$ cat config.mk
export PLATFORM = sky130hd
export DESIGN_NAME = fifo_multi_port
export DESIGN_NICKNAME = d
export VERILOG_FILES = /design/src/rtl/fifo_pkg.sv /design/src/rtl/fifo_mp_mem.sv /design/src/rtl/fifo_multi_port.sv
export SDC_FILE = /design/constraint.sdc
export NUM_CORES = 1
export LEC_CHECK = 0
export CAP_MARGIN = 25
export CELL_PAD_IN_SITES_DETAIL_PLACEMENT = 0
export CELL_PAD_IN_SITES_GLOBAL_PLACEMENT = 1
export CORE_ASPECT_RATIO = 0.5
export CORE_MARGIN = 4
export CORE_UTILIZATION = 45
export CTS_CLUSTER_SIZE = 24
export DETAILED_ROUTE_END_ITERATION = 8
export PLACE_DENSITY_LB_ADDON = 0.1
export RECOVER_POWER = 25
export SLEW_MARGIN = 20
export SYNTH_ARGS = -nofsm -noshare
export SYNTH_HDL_FRONTEND = slang
export SYNTH_SLANG_ARGS = --single-unit
$ cat constraint.sdc
create_clock -name clk -period 4.1 [get_ports clk]
set_input_delay 0.615 -clock clk [delete_from_list [all_inputs] [get_ports clk]]
set_output_delay 0.615 -clock clk [all_outputs]
set_load 0.02 [all_outputs]
$ cat src/rtl/fifo_pkg.sv
// Helpers shared by the core's queues: count-field sizing and default geometry.
package fifo_pkg;

  localparam int DEF_DEPTH_LOG2 = 3;

  // Bits needed to hold a value in 0..n.
  function automatic int cnt_w(input int n);
    return $clog2(n + 1);
  endfunction

  typedef logic [DEF_DEPTH_LOG2:0] occ_def_t;

endpackage

$ cat src/rtl/fifo_mp_mem.sv
// Register-array storage: PUSH_W writes at consecutive slots from wr_ptr,
// POP_W combinational reads at consecutive slots from rd_ptr.
module fifo_mp_mem #(
  parameter int DEPTH_LOG2 = 3,
  parameter int W          = 40,
  parameter int PUSH_W     = 2,
  parameter int POP_W      = 2
) (
  input  logic                             clk,
  input  logic [PUSH_W-1:0]                we,
  input  logic [DEPTH_LOG2-1:0]            wr_ptr,
  input  logic [PUSH_W-1:0][W-1:0]         wdata,
  input  logic [DEPTH_LOG2-1:0]            rd_ptr,
  output logic [POP_W-1:0][W-1:0]          rdata
);
  localparam int DEPTH = 1 << DEPTH_LOG2;
  typedef logic [DEPTH_LOG2-1:0] ptr_t;

  logic [DEPTH-1:0][W-1:0] mem_q, mem_d;

  // Lane addresses never collide because PUSH_W <= DEPTH.
  always_comb begin
    mem_d = mem_q;
    for (int i = 0; i < PUSH_W; i++)
      if (we[i]) mem_d[wr_ptr + ptr_t'(i)] = wdata[i];
  end

  always_ff @(posedge clk) mem_q <= mem_d;

  for (genvar j = 0; j < POP_W; j++) begin : g_rd
    assign rdata[j] = mem_q[rd_ptr + ptr_t'(j)];
  end

endmodule

$ cat src/rtl/fifo_multi_port.sv
// Multi-lane two-field FIFO: all-or-nothing push/pop, show-ahead read lanes,
// occupancy flags, flush and sticky overflow/underflow.
module fifo_multi_port
  import fifo_pkg::*;
#(
  parameter int DEPTH_LOG2 = 3,
  parameter int DATA0W     = 32,
  parameter int DATA1W     = 8,
  parameter int PUSH_W     = 2,
  parameter int POP_W      = 2,
  parameter int AFULL_THR  = 2
) (
  input  logic                            clk,
  input  logic                            rstn,
  input  logic                            i_flush,
  input  logic [cnt_w(PUSH_W)-1:0]        i_push_cnt,
  input  logic [PUSH_W-1:0][DATA0W-1:0]   i_data0,
  input  logic [PUSH_W-1:0][DATA1W-1:0]   i_data1,
  input  logic [cnt_w(POP_W)-1:0]         i_pop_cnt,
  output logic [POP_W-1:0][DATA0W-1:0]    o_data0,
  output logic [POP_W-1:0][DATA1W-1:0]    o_data1,
  output logic [POP_W-1:0]                o_rd_vld,
  output logic [DEPTH_LOG2:0]             o_count,
  output logic [DEPTH_LOG2:0]             o_free,
  output logic                            o_full,
  output logic                            o_empty,
  output logic                            o_afull,
  output logic                            o_ovf,
  output logic                            o_udf
);
  localparam int DEPTH = 1 << DEPTH_LOG2;
  localparam int W     = DATA0W + DATA1W;
  typedef logic [DEPTH_LOG2-1:0] ptr_t;
  typedef logic [DEPTH_LOG2:0]   cnt_t;

  ptr_t wr_ptr_q, wr_ptr_d, rd_ptr_q, rd_ptr_d;
  cnt_t count_q, count_d;
  logic ovf_q, ovf_d, udf_q, udf_d;

  cnt_t free, push_n, pop_n;
  logic push_ok, pop_ok;
  logic [PUSH_W-1:0]        we;
  logic [PUSH_W-1:0][W-1:0] wdata;
  logic [POP_W-1:0][W-1:0]  rdata;

  // Acceptance looks only at start-of-cycle occupancy; no same-cycle pop credit.
  assign free    = cnt_t'(DEPTH) - count_q;
  assign push_n  = cnt_t'(i_push_cnt);
  assign pop_n   = cnt_t'(i_pop_cnt);
  assign push_ok = push_n <= free;
  assign pop_ok  = pop_n <= count_q;

  always_comb begin
    wr_ptr_d = wr_ptr_q;
    rd_ptr_d = rd_ptr_q;
    count_d  = count_q;
    ovf_d    = ovf_q;
    udf_d    = udf_q;
    if (i_flush) begin
      wr_ptr_d = '0;
      rd_ptr_d = '0;
      count_d  = '0;
      ovf_d    = 1'b0;
      udf_d    = 1'b0;
    end else begin
      if (push_ok) wr_ptr_d = wr_ptr_q + ptr_t'(push_n);
      else         ovf_d    = 1'b1;
      if (pop_ok)  rd_ptr_d = rd_ptr_q + ptr_t'(pop_n);
      else         udf_d    = 1'b1;
      count_d = count_q + (push_ok ? push_n : '0) - (pop_ok ? pop_n : '0);
    end
  end

  always_ff @(posedge clk or negedge rstn) begin
    if (!rstn) begin
      wr_ptr_q <= '0;
      rd_ptr_q <= '0;
      count_q  <= '0;
      ovf_q    <= 1'b0;
      udf_q    <= 1'b0;
    end else begin
      wr_ptr_q <= wr_ptr_d;
      rd_ptr_q <= rd_ptr_d;
      count_q  <= count_d;
      ovf_q    <= ovf_d;
      udf_q    <= udf_d;
    end
  end

  for (genvar i = 0; i < PUSH_W; i++) begin : g_wr
    assign we[i]    = !i_flush && push_ok && (push_n > cnt_t'(i));
    assign wdata[i] = {i_data0[i], i_data1[i]};
  end

  fifo_mp_mem #(
    .DEPTH_LOG2 (DEPTH_LOG2),
    .W          (W),
    .PUSH_W     (PUSH_W),
    .POP_W      (POP_W)
  ) u_mem (
    .clk    (clk),
    .we     (we),
    .wr_ptr (wr_ptr_q),
    .wdata  (wdata),
    .rd_ptr (rd_ptr_q),
    .rdata  (rdata)
  );

  for (genvar j = 0; j < POP_W; j++) begin : g_rd
    assign o_data0[j]  = rdata[j][W-1:DATA1W];
    assign o_data1[j]  = rdata[j][DATA1W-1:0];
    assign o_rd_vld[j] = count_q > cnt_t'(j);
  end

  assign o_count = count_q;
  assign o_free  = free;
  assign o_full  = count_q == cnt_t'(DEPTH);
  assign o_empty = count_q == '0;
  assign o_afull = 32'(free) < AFULL_THR;
  assign o_ovf   = ovf_q;
  assign o_udf   = udf_q;

  a_push_range: assert property (@(posedge clk) disable iff (!rstn) 32'(i_push_cnt) <= PUSH_W);
  a_pop_range:  assert property (@(posedge clk) disable iff (!rstn) 32'(i_pop_cnt) <= POP_W);

endmodule
==> out/metrics.yaml, run 1 <==
r2r_setup_slack_ns: 0.36
critical_path_peak_fanout: 47
synthCells: 2047
grt_use_total_pct: 27.7
fmax_ghz: 0.262
antenna_found_initial: 1
clkSinkCount: 332
finalWirelength_mm: 66.4
outcome: "finished, final reports clean"
syn2layout_area_growth_pct: 17.2
cts_resized: 0
cp-end-kind: "output pin"
core_area_um2: 42400
final_common_cell: "nor2_1"
cts_buffers: 34
wl_per_cell_um: 24.6
rows: 53
fin_crit_sh_pct: 93.1
rr_startpoint: "o_count[1]$_DFF_PN0_"
cellInternalPower_mw: 13.7
vias: 16500
io_pins: 182
synth_fp_nets: 2155
final_cell_mix: "336 x nor2_1, 324 x a21oi_1, 320 x dfxtp_1, 240 x a2bb2oi_1, 170 x nand2_1"
fin_hold_ws_ns: 0.464
p_sw_mw: 9.39
finalHoldViolCount: 0
p_sw_share_pct: 40.6
grt_pass1_wl_mm: 100
critPathLaunch: "rd_ptr_q[0]$_DFFE_PN0P_"
min_path_type: "reg2reg"
final.setup_skew_ns: 0.0176
synth_top_area_share_pct: 32.9
slew_violations: 0
crit_type: "reg2out"
avgViaCountPerCell: 6.13
clockRootBuffer: "clkbuf_16"
crit_required_ns: 3.48
seq_area_frac_synth_pct: 34.4
start_util_pct: 46.0
seqPwrFrac_pct: 26.5
syn_area_um2: 19500
max-slew-margin-rel_pct: 30.0
rr_worst_depth: 11
place.gp.congestion: 0.773
die_y_um: 155
critPathCapture: "o_data0[35]"
power_density_nw_per_um2: 1010
drive_above_1_share_pct: 17.9
drt_iter0_drc: 1506
dieArea_um2: 46900
leakagePower_nw: 8.70
synth-seq-cells: 332
cts.clk_slew.worst_paths_ns: 0.07
drt_pass1_iterations: 5
synthTopCellsByArea: "dfxtp_1 33%, mux4_2 18%, a2bb2oi_1 11%, a21oi_1 8.3%, nor2_1 6.5%"
clkLatencyLatePin_ns: 0.54
grt_pass1_vias: 16000
fin_setup_tns_ns: 0
reg2reg_to: "u_mem.mem_q[248]$_DFF_P_"
htree_levels: 2
ys_types: 39
syn_avg_cell_area_um2: 9.52
grt_max_degree: 85
final.min_clock_period_ns: 3.82
rsz0062_at_grt: "false"
dp_hpwl_mm: 38.5
vdd_drop_max_mv: 0.484
tightest_slew_ns: 1.05
setup_violations: 0
synth_top_cell_by_area: "dfxtp_1"
cts_setup_buffers: 0
die_w_um: 302
clkPwrFrac_pct: 14.8
cts_hold_buffers: 0
port_buffers: 181
drtAntennaViolNets: 0
grt-ovfl-total: 0
drc: 0
crit_arrival_ns: 3.20
crit_path_start_kind: "flip-flop"
power_frac_comb_pct: 58.7
cts_tree: "built"
cap_violations: 0
clockBufferDepth: 3
yosysWarnings: 0
nNetsFinal: 2197
-- routing by layer --
layer / track usage (%) / wire length, um / vias to the layer above
li1: - / - / 7597
met1: 40.8 / 30500 / 8253
met2: 44.3 / 30500 / 582
met3: 3.30 / 4340 / 73
met4: 4.88 / 1030 / 0
met5: 0 / 0 / -
-- stage by stage --
step	instances	utilization (%)	setup WS (ns)	cell area, um^2	total power [mW]
finish	2693	53.9	0.284	22800	23.1
global route	2693	53.9	0.118	22800	24.4
CTS	2692	54.0	0.281	22900	23.2
detailed placement	2630	51.1	0.520	21700	19.8
global placement	2630	51.1	0.546	21700	19.6
floorplan	2047	-	0.152	19500	15.0
-- worst max-delay path, stage by stage, from the launching register on --
cell,delay [ns]
dfrtp_4,0.52
ha_4,0.49
buf_12,0.37
mux4_2,0.37
mux2_2,0.31
clkdlybuf4s50_1,0.57
-- power by group through the flow --
stage	clock, mW	combinational (mW)	sequential, mW
after floorplan	0	9.29	5.74
after global placement	0	13.5	6.08
after detailed placement	0	13.6	6.14
after CTS	3.47	13.7	6.08
after global routing	3.61	14.5	6.30
final	3.42	13.6	6.13
-- flip-flops by register name, indices dropped and copies added, names as in the netlist --
name / count
o_ovf: 1
o_udf: 1
u_mem.mem_q: 320
o_count: 4
rd_ptr_q: 3
wr_ptr_q: 3
-- layout make-up --
cell class,instances,area [um^2]
fillers,3756,19500
multi-input cells,1470,11800
diodes,1,2.50
well taps,577,722
inverters,14,52.6
clock inverters,13,169
flip-flops and latches,332,6720
repair buffers,237,2390
clock buffers,49,1030
-- how the worst min path moves through the flow --
stage | slack, ns | startpoint | to | depth (start not counted)
5_1_grt | 0.48 | u_mem.mem_q[24]$_DFF_P_ | u_mem.mem_q[24]$_DFF_P_ | 2
3_5_place_dp | 0.46 | u_mem.mem_q[46]$_DFF_P_ | u_mem.mem_q[46]$_DFF_P_ | 2
3_3_place_gp | 0.45 | u_mem.mem_q[3]$_DFF_P_ | u_mem.mem_q[3]$_DFF_P_ | 2
6_report | 0.46 | u_mem.mem_q[46]$_DFF_P_ | u_mem.mem_q[46]$_DFF_P_ | 2
4_1_cts | 0.45 | rstn | o_count[0]$_DFF_PN0_ | 1
2_1_floorplan | 0.32 | rstn | o_count[0]$_DFF_PN0_ | 0
-- synth_stat cells (all sizes together) --
library cell / instances
nor2: 337
a21oi: 324
dfxtp: 320
a2bb2oi: 240
nand2: 170
mux4: 160
clkbuf: 118
buf: 113
mux2: 80
o21a: 80
ha: 17
inv: 13
dfrtp: 12
o211ai: 9
o2111ai: 8
o21ai: 8
nor2b: 6
nor3: 5
xnor2: 5
and2: 4
fa: 4
xor2: 4
mux2i: 2
a21o: 1
a41oi: 1
clkinv: 1
nand3b: 1
nor3b: 1
or2: 1
or3: 1
or3b: 1
-- kinds of logic (layout without fill, tap and decap cells) --
group / after synthesis / count (layout) / share of synthesized area [%]
adder cells (fa/ha/maj): 21 / 21 / 1.50
AND/OR/NAND/NOR: 527 / 527 / 10.4
multiplexers: 242 / 242 / 23.2
AO/OA/AOI/OAI: 671 / 671 / 24.1
flip-flops: 332 / 332 / 34.4
XOR/XNOR: 9 / 9 / 0.404
other: 0 / 1 / 0
buffers and inverters: 245 / 313 / 6.00
Note: power is estimated with default switching activity, not from simulation.
==> inputs of run 2 (changes only) <==
--- a/config.mk
+++ b/config.mk
@@ -13,7 +13,7 @@
 export CORE_UTILIZATION = 45
 export CTS_CLUSTER_SIZE = 24
 export DETAILED_ROUTE_END_ITERATION = 8
-export PLACE_DENSITY_LB_ADDON = 0.1
+export PLACE_DENSITY = 0.87
 export RECOVER_POWER = 25
 export SLEW_MARGIN = 20
 export SYNTH_ARGS = -nofsm -noshare
==> run 2 against run 1 <==
Compared with the run above:
- final area about the same
- routed wire length decreased by 3.0%
- sequential share of layout area about the same
- largest cell class unchanged
==> out/metrics.yaml, run 2 (synthesis gave the netlist of run 1 again) <==
cts_resized: 0
largest_reg_flops: 320
setup_violations: 0
drt_iter0_drc: 1572
slew_violations: 0
use_met3_pct: 4.35
place_ws_ns: 0.513
start_util_pct: 46.0
rsz0062_at_grt: "false"
slowest_delay_ns: 0.86
fin_crit_sh_pct: 91.7
min_path_type: "reg2reg"
fin_hold_ws_ns: 0.467
antenna_found_initial: 5
tightest_slew_ns: 1.14
die_y_um: 155
final.setup_skew_ns: 0.0162
worst-path-stages: 11
rows: 53
final.min_clock_period_ns: 3.76
clockRootBuffer: "clkbuf_16"
worstPathCellList: "inv_1, ha_1, inv_1, ha_1, nor2b_1, o21ai_4, clkbuf_2, o2111ai_4, clkbuf_2, nand2_1, a21oi_1"
finalWirelength_mm: 64.3
cp_num_buf_inv: 4
drtAntennaViolNets: 0
crit_type: "reg2reg"
holdPathStages: 2
grtUsageMet1_pct: 36.8
outcome: "finished, final reports clean"
vias: 16900
regMostFlops: "u_mem.mem_q"
avgViaCountPerCell: 6.27
grt_pass1_wl_mm: 98.8
cts_tree: "built"
critPathSlowestCell: "clkbuf_2"
final_cell_mix: "336 x nor2_1, 324 x a21oi_1, 320 x dfxtp_1, 240 x a2bb2oi_1, 170 x nand2_1"
placed_area_um2: 21600
critPathLaunch: "o_count[1]$_DFF_PN0_"
cts.clk_slew.worst_paths_ns: 0.06
clkLatencyLatePin_ns: 0.54
max-slew-margin-rel_pct: 24.2
dp_hpwl_mm: 38.4
place.gp.congestion: 0.825
leakagePower_nw: 8.68
dieArea_um2: 46900
cp_top_family: "buffers and inverters"
setup_ws_ns: 0.341
grt_use_total_pct: 27.0
rr_worst_depth: 11
totalPowerFinal_mw: 23.2
top_usage_layer: "met2"
nNetsFinal: 2201
drc: 0
vdd_drop_max_mv: 0.584
clkSinkCount: 332
cts_buffers: 35
crit_arrival_ns: 4.21
cts_setup_buffers: 0
core_area_um2: 42400
globalRouteMet2Util_pct: 44.0
fmax_ghz: 0.266
final_area_um2: 22800
wl_per_cell_um: 23.9
clockBufferDepth: 3
drt_pass1_iterations: 7
hp-start: "u_mem.mem_q[59]$_DFF_P_"
final_common_cell: "nor2_1"
seqCellArea_um2: 6720
syn2layout_area_growth_pct: 17.1
io_pins: 182
power_density_nw_per_um2: 1020
fin_setup_tns_ns: 0
cts_hold_buffers: 0
grt_pass1_vias: 16600
port_buffers: 181
grt_max_degree: 85
cap_violations: 0
finalHoldViolCount: 0
critical_path_peak_fanout: 25
crit_path_start_kind: "flip-flop"
multi_input_area_um2: 11800
cp-end-kind: "flip-flop"
rr_startpoint: "o_count[1]$_DFF_PN0_"
htree_levels: 2
drive_above_1_share_pct: 17.9
fillCellCount: 3686
die_w_um: 302
grt-ovfl-total: 0
crit_required_ns: 4.55
[run 2: final cells by class]
type	instances	share of cell area [%]
inverter	14	0.230
tap	577	3.16
sequential	332	29.4
clock buffer	52	4.61
antenna	3	0.0329
timing repair buffer	240	10.3
clock inverter	8	0.724
multi-input combinational	1470	51.5
[run 2: worst paths after layout]
kind | end | slack [ns]
setup / recovery | u_mem.mem_q[17]$_DFF_P_ | 0.34
hold reg to reg | u_mem.mem_q[59]$_DFF_P_ | 0.47
hold / removal | u_mem.mem_q[59]$_DFF_P_ | 0.47
setup reg to reg | u_mem.mem_q[17]$_DFF_P_ | 0.34
max in group asynchronous | rd_ptr_q[0]$_DFFE_PN0P_ | 3.17
min in group asynchronous | o_ovf$_DFFE_PN0P_ | 0.51
[run 2: per-layer routing]
layer / vias up / wire length [um]
met4: 4 / 1930
met1: 8298 / 26600
met3: 138 / 5620
met5: - / 21
met2: 853 / 30200
li1: 7619 / -
[run 2: where the power goes]
part           switching [mW]  internal [mW]  total, mW  leakage [nW]
clock                    1.37           2.09       3.46         0.598
sequential               1.25           4.91       6.15          2.84
combinational            6.74           6.83       13.6          5.25
total                    9.36           13.8       23.2          8.68
[run 2: metrics by stage]
stage | cells | utilization, %
2_1_floorplan | 2047 | -
3_3_place_gp | 2633 | 51.1
3_5_place_dp | 2633 | 51.1
4_1_cts | 2693 | 54.0
5_1_grt | 2696 | 53.9
6_report | 2696 | 53.9
[run 2: tightest hold or removal path, stage by stage (launching register included)]
cell and delay (ns):
dfxtp_1 0.32, nand2_1 0.05, a21oi_1 0.05
